--- src/rtl/rf_fifo_ctrl.sv ---
// rf_fifo_ctrl: FIFO controller around a 256x26 single-port register-file macro,
// with a one-word input holding register and a small prefetch buffer on the pop side.
module rf_fifo_ctrl #(
   parameter int DW         = 26,
   parameter int AW         = 8,
   parameter int DEPTH      = 256,
   parameter int OB_DEPTH   = 4,
   parameter int INIT_CLEAR = 1
) (
   input  logic          clk,
   input  logic          rst,
   input  logic          in_valid,
   output logic          in_ready,
   input  logic [DW-1:0] in_data,
   output logic          out_valid,
   input  logic          out_ready,
   output logic [DW-1:0] out_data,
   output logic          m_nce,
   output logic          m_nwrt,
   output logic [AW-3:0] m_ra,
   output logic [1:0]    m_ca,
   output logic [DW-1:0] m_din,
   input  logic [DW-1:0] m_do,
   output logic [AW:0]   level,
   output logic          init_busy
);
   localparam int OW = $clog2(OB_DEPTH);
   localparam logic [AW:0] FULL = (AW+1)'(DEPTH);
   localparam logic [OW+1:0] OBD = (OW+2)'(OB_DEPTH);

   typedef enum logic {INIT, RUN} state_t;
   state_t state, state_n;

   logic [AW-1:0] wr_ptr, rd_ptr, addr_n;
   logic          hold_full, hold_full_n;
   logic [DW-1:0] hold_data, din_n, out_data_n;
   logic [1:0]    infl;
   logic [DW-1:0] ob_mem [OB_DEPTH];
   logic [OW-1:0] ob_rd, ob_wr, ob_rd_n;
   logic [OW:0]   ob_cnt, ob_cnt_n, ob_rem;
   logic [OW+1:0] credit;
   logic          push, pop, cap, rd, wr_run, wr;

   always_comb begin
      push = in_valid && in_ready;
      pop = out_valid && out_ready;
      cap = infl[1];
      // words that will sit in the buffer or be in flight once this edge settles
      credit = (OW+2)'(ob_cnt) + (OW+2)'(infl[0]) + (OW+2)'(infl[1]) - (OW+2)'(pop);
      rd = state == RUN && level != '0 && credit < OBD;
      wr_run = state == RUN && !rd && hold_full && level < FULL;
      wr = wr_run || state == INIT;
      state_n = (state == INIT && wr_ptr == '1) ? RUN : state;
      hold_full_n = push || (hold_full && !wr_run);
      addr_n = rd ? rd_ptr : wr ? wr_ptr : {m_ra, m_ca};
      din_n = wr_run ? hold_data : state == INIT ? '0 : m_din;
      ob_rd_n = pop ? ob_rd + 1'b1 : ob_rd;
      ob_rem = ob_cnt - (OW+1)'(pop);
      ob_cnt_n = ob_rem + (OW+1)'(cap);
      out_data_n = ob_rem != '0 ? ob_mem[ob_rd_n] : cap ? m_do : out_data;
   end

   always_ff @(posedge clk or posedge rst) begin
      if (rst) begin
         state <= INIT_CLEAR != 0 ? INIT : RUN;
         wr_ptr <= '0;
         rd_ptr <= '0;
         level <= '0;
         hold_full <= 1'b0;
         hold_data <= '0;
         in_ready <= 1'b0;
         m_nce <= 1'b1;
         m_nwrt <= 1'b1;
         {m_ra, m_ca} <= '0;
         m_din <= '0;
         infl <= '0;
         for (int i = 0; i < OB_DEPTH; i++) ob_mem[i] <= '0;
         ob_wr <= '0;
         ob_rd <= '0;
         ob_cnt <= '0;
         out_valid <= 1'b0;
         out_data <= '0;
         init_busy <= INIT_CLEAR != 0;
      end else begin
         state <= state_n;
         wr_ptr <= wr ? wr_ptr + 1'b1 : wr_ptr;
         rd_ptr <= rd ? rd_ptr + 1'b1 : rd_ptr;
         level <= wr_run ? level + 1'b1 : rd ? level - 1'b1 : level;
         hold_full <= hold_full_n;
         if (push) hold_data <= in_data;
         in_ready <= state == RUN && !hold_full_n;
         m_nce <= !(rd || wr);
         m_nwrt <= !wr;
         {m_ra, m_ca} <= addr_n;
         m_din <= din_n;
         infl <= {infl[0], rd};
         if (cap) begin
            ob_mem[ob_wr] <= m_do;
            ob_wr <= ob_wr + 1'b1;
         end
         ob_rd <= ob_rd_n;
         ob_cnt <= ob_cnt_n;
         out_valid <= ob_cnt_n != '0;
         out_data <= out_data_n;
         init_busy <= state_n == INIT;
      end
   end
endmodule

--- config.mk ---
export PLATFORM = sky130hd
export DESIGN_NAME = rf_fifo_ctrl
export DESIGN_NICKNAME = d
export VERILOG_FILES = /design/src/rtl/rf_fifo_ctrl.sv
export SDC_FILE = /design/constraint.sdc
export NUM_CORES = 1
export LEC_CHECK = 0
export ABC_AREA = 1
export ABC_CLOCK_PERIOD_IN_PS = 22300
export CAP_MARGIN = 20
export CORE_UTILIZATION = 40
export CTS_BUF_LIST = sky130_fd_sc_hd__clkbuf_4 sky130_fd_sc_hd__clkbuf_8
export CTS_CLUSTER_DIAMETER = 40
export DETAILED_ROUTE_END_ITERATION = 8
export GPL_TIMING_DRIVEN = 1
export PLACE_DENSITY = 0.67
export SLEW_MARGIN = 0
export SYNTH_ARGS = -nofsm -noshare
export SYNTH_HDL_FRONTEND = slang
export SYNTH_SLANG_ARGS = --single-unit
--- constraint.sdc ---
create_clock -name clk -period 22.3 [get_ports clk]
set_input_delay 3.345 -clock clk [delete_from_list [all_inputs] [get_ports clk]]
set_output_delay 3.345 -clock clk [all_outputs]
set_load 0.01 [all_outputs]
# [Word level (Yosys, flattened, before mapping)]
# Cells that the tools add are included.
[classes] reduce_logical=25 n_eq_ne=2 addsub=11 bitwise_logic=4 mux=16 order_cmp=5
[ops] operator="two-way mux 26 bit" n=7
[ops] operator="bitwise mux 104 bit" n=1
[ops] operator="binary-select mux 26 bit (select 2 bit)" n=1
[ops] operator="demux 26 bit (select 2 bit)" n=1
[ops] operator="two-way mux 9 bit" n=2
[ops] operator="adder 8 x 1 -> 8 bit (second input constant)" n=2
[ops] operator="two-way mux 8 bit" n=2
[ops] operator="logical AND 1 bit" n=11
[ops] operator="adder 9 x 1 -> 9 bit (second input constant)" n=1
[ops] operator="less-than comparator 9 bit (second input constant)" n=1
[ops] operator="nonzero test 9 bit" n=1
[ops] operator="subtractor 9 x 1 -> 9 bit (second input constant)" n=1
[ops] operator="== test 8 bit (second input constant)" n=1
[ops] operator="greater-or-equal comparator 3 bit (second input constant)" n=2
[ops] operator="inverter 2 -> 3 bit" n=2
[ops] operator="nonzero test 2 bit" n=3
[ops] operator="nonzero test 3 bit" n=2
[ops] operator="logical NOT 1 bit" n=5
[ops] operator="adder 2 x 1 -> 2 bit (second input constant)" n=2
[ops] operator="adder 3 x 1 -> 4 bit" n=1
[ops] operator="adder 4 x 1 -> 4 bit" n=1
[ops] operator="less-than comparator 4 x 3 -> 1 bit (second input constant)" n=1
[ops] operator="subtractor 4 x 1 -> 4 bit" n=1
[ops] operator="adder 3 x 1 -> 3 bit" n=1
[ops] operator="7 further kinds" n=10
[word_totals] output_inout_bits=74 input_bits=56 word_cells=86 ff_bits=231

# [Longest topological paths before layout]
# Gate-level depths: netlist of run 1.
[logic_depth] ltp_word=14 mapped_depth=25 ltp_nobuf=23

# [Least setup slack after synthesis of run 1]
# Ideal clock, no wire load.
[synth_path] kind="in2reg" from="input out_ready" to="register level[7]" path_slack_ps=16434 n_path_buf=1 required_ps=22183 setup_ps=117 arrival_time_ps=5749 stages=23 path_cell_list="nand2_2 or2_2 nand2_1 ha_1 nand2_1 nand2_1 nand2_1 nand2_1 nand2_1 nand2_1 nand3_2 nand3_2 buf_2 ha_1 a21o_1 nand2_1 nand3_1 nand3_1 nand2_1 nand2_1 nand2_1 nand2_1 nand2_1"
[synth_via] elab_chain_len=9 elab_cells_between_ends=10 cone_classes="add/sub: 1; order compare: 1; mux: 1; reduce/logical: 7"
[synth_lines] element="start: declaration" line="16" rtl="input logic out_ready,"
[synth_lines] element="logical AND 1 bit *" line="46" rtl="pop = out_valid && out_ready;"
[synth_lines] element="subtractor 4 x 1 -> 4 bit *" line="49" rtl="credit = (OW+2)'(ob_cnt) + (OW+2)'(infl[0]) + (OW+2)'(infl[1]) - (OW+2)'(pop);"
[synth_lines] element="less-than comparator 4 x 3 -> 1 bit *" line="50" rtl="rd = state == RUN && level != '0 && credit < OBD;"
[synth_lines] element="logical AND 1 bit *" line="50"
[synth_lines] element="logical NOT 1 bit" line="51" rtl="wr_run = state == RUN && !rd && hold_full && level < FULL;"
[synth_lines] element="logical AND 1 bit (3 in series)" line="51"
[synth_lines] element="two-way mux 9 bit / nonzero test 2 bit (equally long branches)"
[synth_lines] element="end signal: assignment" line="88" rtl="level <= wr_run ? level + 1'b1 : rd ? level - 1'b1 : level;"
[synth_lines] element="end: declaration" line="24" rtl="output logic [AW:0] level,"
# Mark *: on every way between the ends. The rest lies on a longest branch, timed or not.
# A chain may end at the register's enable or synchronous reset.

# [Final worst setup path of run 1]
# Ends and elaborated chain as after synthesis.

==> results.sh, run 1 <==
export IMPL_status="completed"
export IMPL_cts_resized=0
export IMPL_synth_distinct_cells=34
export IMPL_synth_top_area_cell="dfrtp_1"
export IMPL_worst_pin_slew_ns=1.007
export IMPL_syn_cell_area_um2=10530
export IMPL_skew_ns=0.02762
export IMPL_holdWs_ns=0.3863
export IMPL_synth_edff_count=0
export IMPL_yosys_warnings=0
export IMPL_ant_nets=0
export IMPL_cts_root_buf="clkbuf_8"
export IMPL_dpl_worst_slack_ns=14.63
export IMPL_crit_required_ns=22.72
export IMPL_htree_levels=2
export IMPL_yosysMostFrequentCell="nand2_1"
export IMPL_hold_class="reg2reg"
export IMPL_antenna_found_initial=0
export IMPL_post_cts_buffers=0
export IMPL_leakagePower_nw=6.511
export IMPL_syn_inst=1208
export IMPL_synth_nets=1285
export IMPL_synthSimpleGateAreaFrac_pct=14.27
export IMPL_slew_viol_final=0
export IMPL_power_density_nw_per_um2=92.70
export IMPL_grt_pass1_vias=8117
export IMPL_vias_per_cell=4.908
export IMPL_fin_cells=1692
export IMPL_ys_seq_elements=231
export IMPL_grt_pass1_wl_um=40350
export IMPL_layout_drive_gt1_share_pct=7.738
export IMPL_critical_path_arrival_ns=7.55
export IMPL_max_freq_ghz=0.1402
export IMPL_cts_clk_slew_worst_paths_ns=0.06
export IMPL_grt_usage_pct=18.53
export IMPL_gp_congestion=0.8289
export IMPL_start_kind="input port"
export IMPL_io_pins=130
export IMPL_synthArstFlopShare_pct=100.0
export IMPL_dieArea_um2=26960
export IMPL_cts_sinks=231
export IMPL_clk_latency_ns=0.55
export IMPL_rows=59
export IMPL_yosysTopAreaCellShare_pct=54.21
export IMPL_rsz0062_at_grt="no"
export IMPL_area_growth_pct=22.71
export IMPL_vias=8304
export IMPL_wl_per_cell_um=14.19
export IMPL_grt_max_degree=104
export IMPL_drcViolationCount=0
export IMPL_syn_area_per_cell_um2=8.713
export IMPL_ys_top_cells_by_count="238 x nand2_1, 228 x dfrtp_1, 207 x o21ai_0"
export IMPL_synth_compound_area_share_pct=17.81
export IMPL_seq_area_frac_synth_pct=54.96
export IMPL_die_x_um=164.2
export IMPL_totalWireLength_um=24010
export IMPL_setup_violations=0
export IMPL_fin_crit_sh_pct=31.98
export IMPL_n_antenna_cell=0
export IMPL_cp_end_kind="register"
export IMPL_final_nets=1401
export IMPL_max_slew_margin_rel_pct=32.89
export IMPL_hold_viol=0
export IMPL_p_total_mw=1.197
export IMPL_dr_pass1_iters=5
export IMPL_crit_fanout=80
export IMPL_synth_top_family_by_area="compound AO/OA/AOI/OAI gates"
export IMPL_fin_ws_ns=15.17
export IMPL_cts_buffers=41
export IMPL_ctsHoldBuffers=0
export IMPL_placed_area_um2=12010
export IMPL_overflow=0
export IMPL_synth_area_leaders="dfrtp_1 54%, o21ai_0 9.8%, nand2_1 8.5%"
export IMPL_synth_area_mux_share_pct=0
export IMPL_fin_crit_ns=7.132
export IMPL_maxCapViolCount=0
export IMPL_synth_xor_area_share_pct=1.819
export IMPL_utilization_pct=49.84
export IMPL_initial_utilization_pct=40.62
export IMPL_peakVddDrop_mv=0.05908
export IMPL_placedCellCount=1616
export IMPL_tns_ns=0
export IMPL_synthFlopType="dfrtp_1"
export IMPL_io_buffer_count=129
export IMPL_worstSetupPathType="in2reg"
export IMPL_drtIter0Drc=517
export IMPL_coreArea_um2=25910
export IMPL_clk_path_buf_depth=3
export IMPL_die_y_um=164.2
export IMPL_hpwlAfterDp_um=14410
export IMPL_tritoncts="done"
export IMPL_fin_area_um2=12910
export IMPL_synth_fa_ha_area_share_pct=2.568
## cell type report
cell class	count	area, µm²
fill	2487	13000
sequential	231	5786
multi-input combinational	758	3850
timing repair buffer	142	1389
clock buffer	69	830.8
inverter	150	570.5
tap	335	419.2
clock inverter	7	70.07
## state kept, by name, summed over array words and instances (netlist names), 3 cells and up
signal	count
hold_data	26
level	9
m_din	26
m_ra	6
ob_cnt	3
ob_mem	104
out_data	26
rd_ptr	8
wr_ptr	8
## where the power goes
| group | internal, mW | switching (mW) |
|---|---|---|
| logic | 0.129 | 0.181 |
| registers | 0.449 | 0.0169 |
| clock network | 0.247 | 0.174 |
| total | 0.825 | 0.372 |
## worst paths after layout
path / startpoint / end / slack (ns) / cells past startpoint
max in group asynchronous: rst / out_data[17] / 17.58 / 3
worst max register to register: out_valid / level[7] / 18.10 / 22
worst max-delay path: out_ready / level[7] / 15.17 / 23
worst min register to register: infl[0] / infl[1] / 0.39 / 0
min in group asynchronous: rst / hold_data[4] / 3.34 / 2
worst min-delay path: infl[0] / infl[1] / 0.39 / 0
## cells in the final DEF (no fill, tap or decap), drive strengths merged
cell type,count
nand2,239
dfrtp,228
o21ai,221
inv,151
clkdlybuf4s50,129
clkbuf,69
nor2,64
a21oi,60
nand3,58
a31oi,28
o21bai,26
ha,20
xor2,17
buf,13
o2111ai,8
nand4,5
xnor2,4
clkinv,4
dfstp,3
nor3,2
o211ai,2
or2,1
or3,1
a21o,1
fa,1
clkinvlp,1
bufinv,1
## logic make-up after synthesis
logic type,after synthesis
adders and majority gates,21
buffers and inverters,219
DFF,231
xor gates and xnor gates,21
AOI/OAI and AO/OA,346
and+or+nand+nor,370
## per-layer routing
layer | track usage [%] | up-vias | share of wire [%]
li1 | - | 4174 | -
met1 | 25.43 | 3887 | 47
met2 | 28.96 | 207 | 45
met3 | 4.697 | 36 | 6.7
met4 | 5.177 | 0 | 1.7
met5 | 0 | - | 0
## worst max-delay path, cell delays in order
cell and delay (ns):
clkdlybuf4s50_1 0.50, nand2_2 0.10, or2_2 0.30, nand2_1 0.07, ha_1 0.22, nand2_1 0.06, nand2_1 0.06, nand2_1 0.07
nand3_1 0.06, nand2_1 0.11, nand3_2 0.60, nand3_2 0.21, buf_4 0.59, ha_1 0.43, a21o_1 0.20, nand2_1 0.05
nand3_1 0.12, nand3_1 0.15, nand2_1 0.07, nand2_1 0.06, nand2_1 0.04, nand2_1 0.05, nand2_1 0.06
No activity file was read; power rests on OpenSTA's default activity.
==> run 2, diff against run 1 <==
Settings changed: ABC_CLOCK_PERIOD_IN_PS 22300 to 7000.
Clock period 22.3 ns to 7 ns, I/O delays scaled along.
==> results.sh, run 2 (synthesized netlist as in run 1, its figures left out) <==
export IMPL_hold_viol=0
export IMPL_wl_per_cell_um=14.39
export IMPL_layout_drive_gt1_share_pct=7.533
export IMPL_fin_crit_ns=4.795
export IMPL_worst_pin_slew_ns=1.045
export IMPL_die_y_um=164.2
export IMPL_crit_required_ns=7.43
export IMPL_initial_utilization_pct=40.62
export IMPL_final_cell_mix="238 x nand2_1, 227 x dfrtp_1, 207 x o21ai_0"
export IMPL_utilization_pct=50.06
export IMPL_fin_area_um2=12970
export IMPL_max_slew_margin_rel_pct=30.34
export IMPL_io_pins=130
export IMPL_clk_latency_ns=0.54
export IMPL_cts_root_buf="clkbuf_8"
export IMPL_n_antenna_cell=0
export IMPL_power_density_nw_per_um2=300.4
export IMPL_placed_area_um2=12030
export IMPL_grt_usage_pct=19.06
export IMPL_antenna_found_initial=0
export IMPL_drtIter0Drc=592
export IMPL_area_growth_pct=23.24
export IMPL_cp_end_kind="register"
export IMPL_post_cts_buffers=0
export IMPL_final_nets=1405
export IMPL_grt_max_degree=72
export IMPL_start_kind="input port"
export IMPL_max_freq_ghz=0.2086
export IMPL_cp_common_cell="nand2_1"
export IMPL_coreArea_um2=25910
export IMPL_ant_nets=0
export IMPL_clk_path_buf_depth=3
export IMPL_largest_reg_flops=104
export IMPL_setup_violations=0
export IMPL_skew_ns=0.01548
export IMPL_rows=59
export IMPL_dr_pass1_iters=5
export IMPL_cts_resized=0
export IMPL_worstSetupPathType="in2reg"
export IMPL_grt_pass1_vias=8155
export IMPL_cts_clk_slew_worst_paths_ns=0.06
export IMPL_hpwlAfterDp_um=14680
export IMPL_fin_crit_sh_pct=68.50
export IMPL_overflow=0
export IMPL_critical_path_arrival_ns=5.22
export IMPL_slew_viol_final=0
export IMPL_die_x_um=164.2
export IMPL_status="completed"
export IMPL_max_stage_delay_ns=0.65
export IMPL_peakVddDrop_mv=0.1972
export IMPL_holdWs_ns=0.3833
export IMPL_vias=8322
export IMPL_io_buffer_count=129
export IMPL_cts_buffers=43
export IMPL_totalWireLength_um=24300
export IMPL_rsz0062_at_grt="no"
export IMPL_placedCellCount=1618
export IMPL_vias_per_cell=4.927
export IMPL_final_common_cell="nand2_1"
export IMPL_tns_ns=0
export IMPL_top_register="ob_mem"
export IMPL_cts_sinks=231
export IMPL_crit_fanout=40
export IMPL_gp_congestion=0.8208
export IMPL_fin_cells=1689
export IMPL_fillCellCount=2461
export IMPL_ctsHoldBuffers=0
export IMPL_grt_pass1_wl_um=41060
export IMPL_worstPathCellList="clkdlybuf4s50_1 -> nand2_2 -> or2_2 -> nand2_1 -> ha_1 -> nand2_1 -> nand2_1 -> nand2_1 -> nand2_1 -> nand2_1 -> nand2_1 -> nand3_2 -> nand3_2 -> ha_1 -> a21o_1 -> nand2_1 -> nand3_1 -> nand3_1 -> nand2_1 -> nand2_1 -> nand2_1 -> nand2_1 -> nand2_1"
export IMPL_tritoncts="done"
export IMPL_leakagePower_nw=6.514
export IMPL_dieArea_um2=26960
export IMPL_cp_slowest_cell="nand3_2"
export IMPL_htree_levels=2
export IMPL_drcViolationCount=0
export IMPL_hold_class="reg2reg"
export IMPL_maxCapViolCount=0
run 2: changes by cell type in the layout (fill, tap and decap cells not counted), moves of 2 or more:
cell,before,now
buf_4,13,15
bufinv_16,1,3
clkbuf_4,19,6
clkbuf_8,50,56
clkinvlp_4,1,5
inv_6,2,0
run 2: final cells by class:
type,count,area (µm²),share of cell area [%]
repair buffers,144,1404,10.82
flip-flops and latches,231,5786,44.60
well taps,335,419.2,3.231
clock buffers,62,815.8,6.289
clock inverters,9,130.1,1.003
multi-input cells,758,3850,29.68
inverters,150,566.8,4.370
run 2: final timing paths:
kind	slack (ns)	start	depth (start not counted)	endpoint
worst max-delay path	2.21	out_ready	23	level[7]
worst min-delay path	0.38	infl[0]	0	infl[1]
worst max register to register	2.84	out_valid	22	level[7]
worst min register to register	0.38	infl[0]	0	infl[1]
max in group asynchronous	4.34	rst	4	m_din[14]
min in group asynchronous	0.79	rst	2	ob_mem[48]
run 2: power by group:
group | switching [mW] | internal, mW
sequential | 0.0536 | 1.43
clock | 0.562 | 0.854
combinational | 0.585 | 0.412
total | 1.20 | 2.70
run 2: per-stage QoR:
stage,total power [mW],setup slack [ns]
after floorplan,2.209,2.931
after global placement,2.494,1.772
after detailed placement,2.514,1.680
after CTS,3.951,2.278
after global routing,4.161,1.807
final,3.897,2.205
run 2: layer usage:
| metal | vias up | global-route usage (%) | wire, µm |
|---|---|---|---|
| met5 | - | 0 | 0 |
| met1 | 3896 | 26.11 | 11490 |
| li1 | 4174 | - | - |
| met3 | 32 | 5.227 | 1536 |
| met4 | 0 | 5.177 | 353 |
| met2 | 220 | 29.57 | 10920 |
run 2: worst max-delay path, delay by kind of cell:
family	cells	cell delay (ns)
AOI/OAI and AO/OA	1	0.21
adders and majority gates	2	0.80
and+or+nand+nor	19	2.62
buffers and inverters	1	0.51
==> run 3, diff against run 2 <==
Settings changed: ABC_CLOCK_PERIOD_IN_PS 7000 to 3900, PLACE_DENSITY 0.67 to 0.69.
Clock period 7 ns to 3.9 ns, I/O delays scaled along.
==> results.sh, run 3 (synthesized netlist as in run 1, its figures left out) <==
export IMPL_cp_slowest_cell="clkdlybuf4s50_1"
export IMPL_status="completed"
export IMPL_hpwlAfterDp_um=14750
export IMPL_overflow=0
export IMPL_wl_met2_um=10800
export IMPL_maxCapViolCount=0
export IMPL_grt_max_degree=76
export IMPL_hold_viol=0
export IMPL_io_pins=130
export IMPL_final_common_cell="nand2_1"
export IMPL_max_slew_margin_rel_pct=34.65
export IMPL_cts_buffers=42
export IMPL_tritoncts="done"
export IMPL_top_layer="met4"
export IMPL_placed_area_um2=12130
export IMPL_cp_common_cell="nand2_1"
export IMPL_skew_ns=0.01623
export IMPL_drcViolationCount=0
export IMPL_placedCellCount=1623
export IMPL_coreArea_um2=25910
export IMPL_fin_crit_ns=3.226
export IMPL_rows=59
export IMPL_totalWireLength_um=24090
export IMPL_holdWs_ns=0.3984
export IMPL_hold_class="reg2reg"
export IMPL_dieArea_um2=26960
export IMPL_max_stage_delay_ns=0.51
export IMPL_post_cts_buffers=0
export IMPL_clk_path_buf_depth=3
export IMPL_htree_levels=2
export IMPL_die_y_um=164.2
export IMPL_crit_required_ns=4.32
export IMPL_initial_utilization_pct=40.62
export IMPL_fin_cells=1696
export IMPL_cp_end_kind="register"
export IMPL_tns_ns=0
export IMPL_area_growth_pct=24.04
export IMPL_top_register="ob_mem"
export IMPL_fin_crit_sh_pct=82.71
export IMPL_slew_viol_final=0
export IMPL_met1Wirelength_um=11270
export IMPL_drtIter0Drc=698
export IMPL_grt_usage_pct=18.52
export IMPL_ctsHoldBuffers=0
export IMPL_rsz0062_at_grt="no"
export IMPL_peakVddDrop_mv=0.3912
export IMPL_final_cell_mix="238 x nand2_1, 227 x dfrtp_1, 207 x o21ai_0"
export IMPL_layout_drive_gt1_share_pct=8.009
export IMPL_worstSetupPathType="in2reg"
export IMPL_grt_pass1_wl_um=40120
export IMPL_critical_path_arrival_ns=3.65
export IMPL_final_nets=1409
export IMPL_gp_congestion=0.8086
export IMPL_worst_pin_slew_ns=0.9802
export IMPL_vias=8348
export IMPL_cts_clk_slew_worst_paths_ns=0.06
export IMPL_ant_nets=0
export IMPL_vias_per_cell=4.922
export IMPL_cts_root_buf="clkbuf_8"
export IMPL_start_kind="input port"
export IMPL_cts_sinks=231
export IMPL_fin_area_um2=13060
export IMPL_io_buffer_count=129
export IMPL_max_freq_ghz=0.3100
export IMPL_met3WireLength_um=1655
export IMPL_clk_latency_ns=0.54
export IMPL_leakagePower_nw=6.565
export IMPL_worstPathCellList="clkdlybuf4s50_1 -> nand2_2 -> or2_2 -> ha_1 -> nand2_1 -> inv_1 -> nand2_1 -> nand2_1 -> nand2_1 -> nand2_1 -> nand3_2 -> nand3_2 -> ha_1 -> a21o_1 -> nand2_1 -> nand3_1 -> nand3_1 -> nand2_1 -> nand2_1 -> nand2_1 -> nand2_1 -> nand2_1"
export IMPL_largest_reg_flops=104
export IMPL_dr_pass1_iters=5
export IMPL_grt_pass1_vias=8102
export IMPL_antenna_found_initial=0
export IMPL_setup_violations=0
export IMPL_die_x_um=164.2
export IMPL_power_density_nw_per_um2=534.0
export IMPL_wl_per_cell_um=14.20
export IMPL_n_antenna_cell=0
export IMPL_crit_fanout=11
export IMPL_cts_resized=0
## run 3: cell types whose count changed in the layout (fill, tap and decap cells not counted)
cell and delta:
clkinv_4 +1, clkbuf_4 +6, clkbuf_8 -5, inv_6 +1, clkinvlp_4 -2, buf_12 +5
clkinv_2 +1
## run 3: cell type report
type                    instances  area, µm²
flip-flops and latches        231       5786
inverters                     150      566.8
clock inverters                10      137.6
fillers                      2441      12860
multi-input cells             758       3850
repair buffers                149       1504
well taps                     335      419.2
clock buffers                  63      792.0
## run 3: power by group
part / internal (mW) / switching, mW / total (mW)
combinational: 0.763 / 1.05 / 1.81
sequential: 2.56 / 0.0976 / 2.66
clock: 1.50 / 0.997 / 2.50
## run 3: through the flow
step | setup slack, ns | util (%) | total power [mW]
after floorplan | 0.2955 | - | 3.965
after global placement | 0.2134 | 46.80 | 4.490
after detailed placement | 0.1437 | 46.80 | 4.529
after CTS | 0.7180 | 50.38 | 7.083
after global routing | 0.4502 | 50.38 | 7.426
final | 0.6742 | 50.38 | 6.971
## run 3: final timing paths
check / startpoint / to / slack, ns / cells past startpoint
hold / removal: infl[0] / infl[1] / 0.40 / 0
min in group asynchronous: rst / out_data[0] / 0.60 / 2
setup / recovery: out_ready / level[7] / 0.67 / 22
setup reg to reg: out_valid / level[7] / 0.85 / 21
hold reg to reg: infl[0] / infl[1] / 0.40 / 0
max in group asynchronous: rst / hold_data[12] / 2.50 / 3
## run 3: worst max-delay path: cells and delay by family
kind | cells | cell delay [ns]
and+or+nand+nor | 17 | 1.56
adders and majority gates | 2 | 0.74
buffers and inverters | 2 | 0.55
AOI/OAI and AO/OA | 1 | 0.20
## run 3: layer usage
| layer | vias up | GRT usage [%] |
|---|---|---|
| met5 | - | 0 |
| met3 | 39 | 5.429 |
| met1 | 3922 | 24.69 |
| met2 | 195 | 29.29 |
| met4 | 0 | 4.966 |
| li1 | 4192 | - |
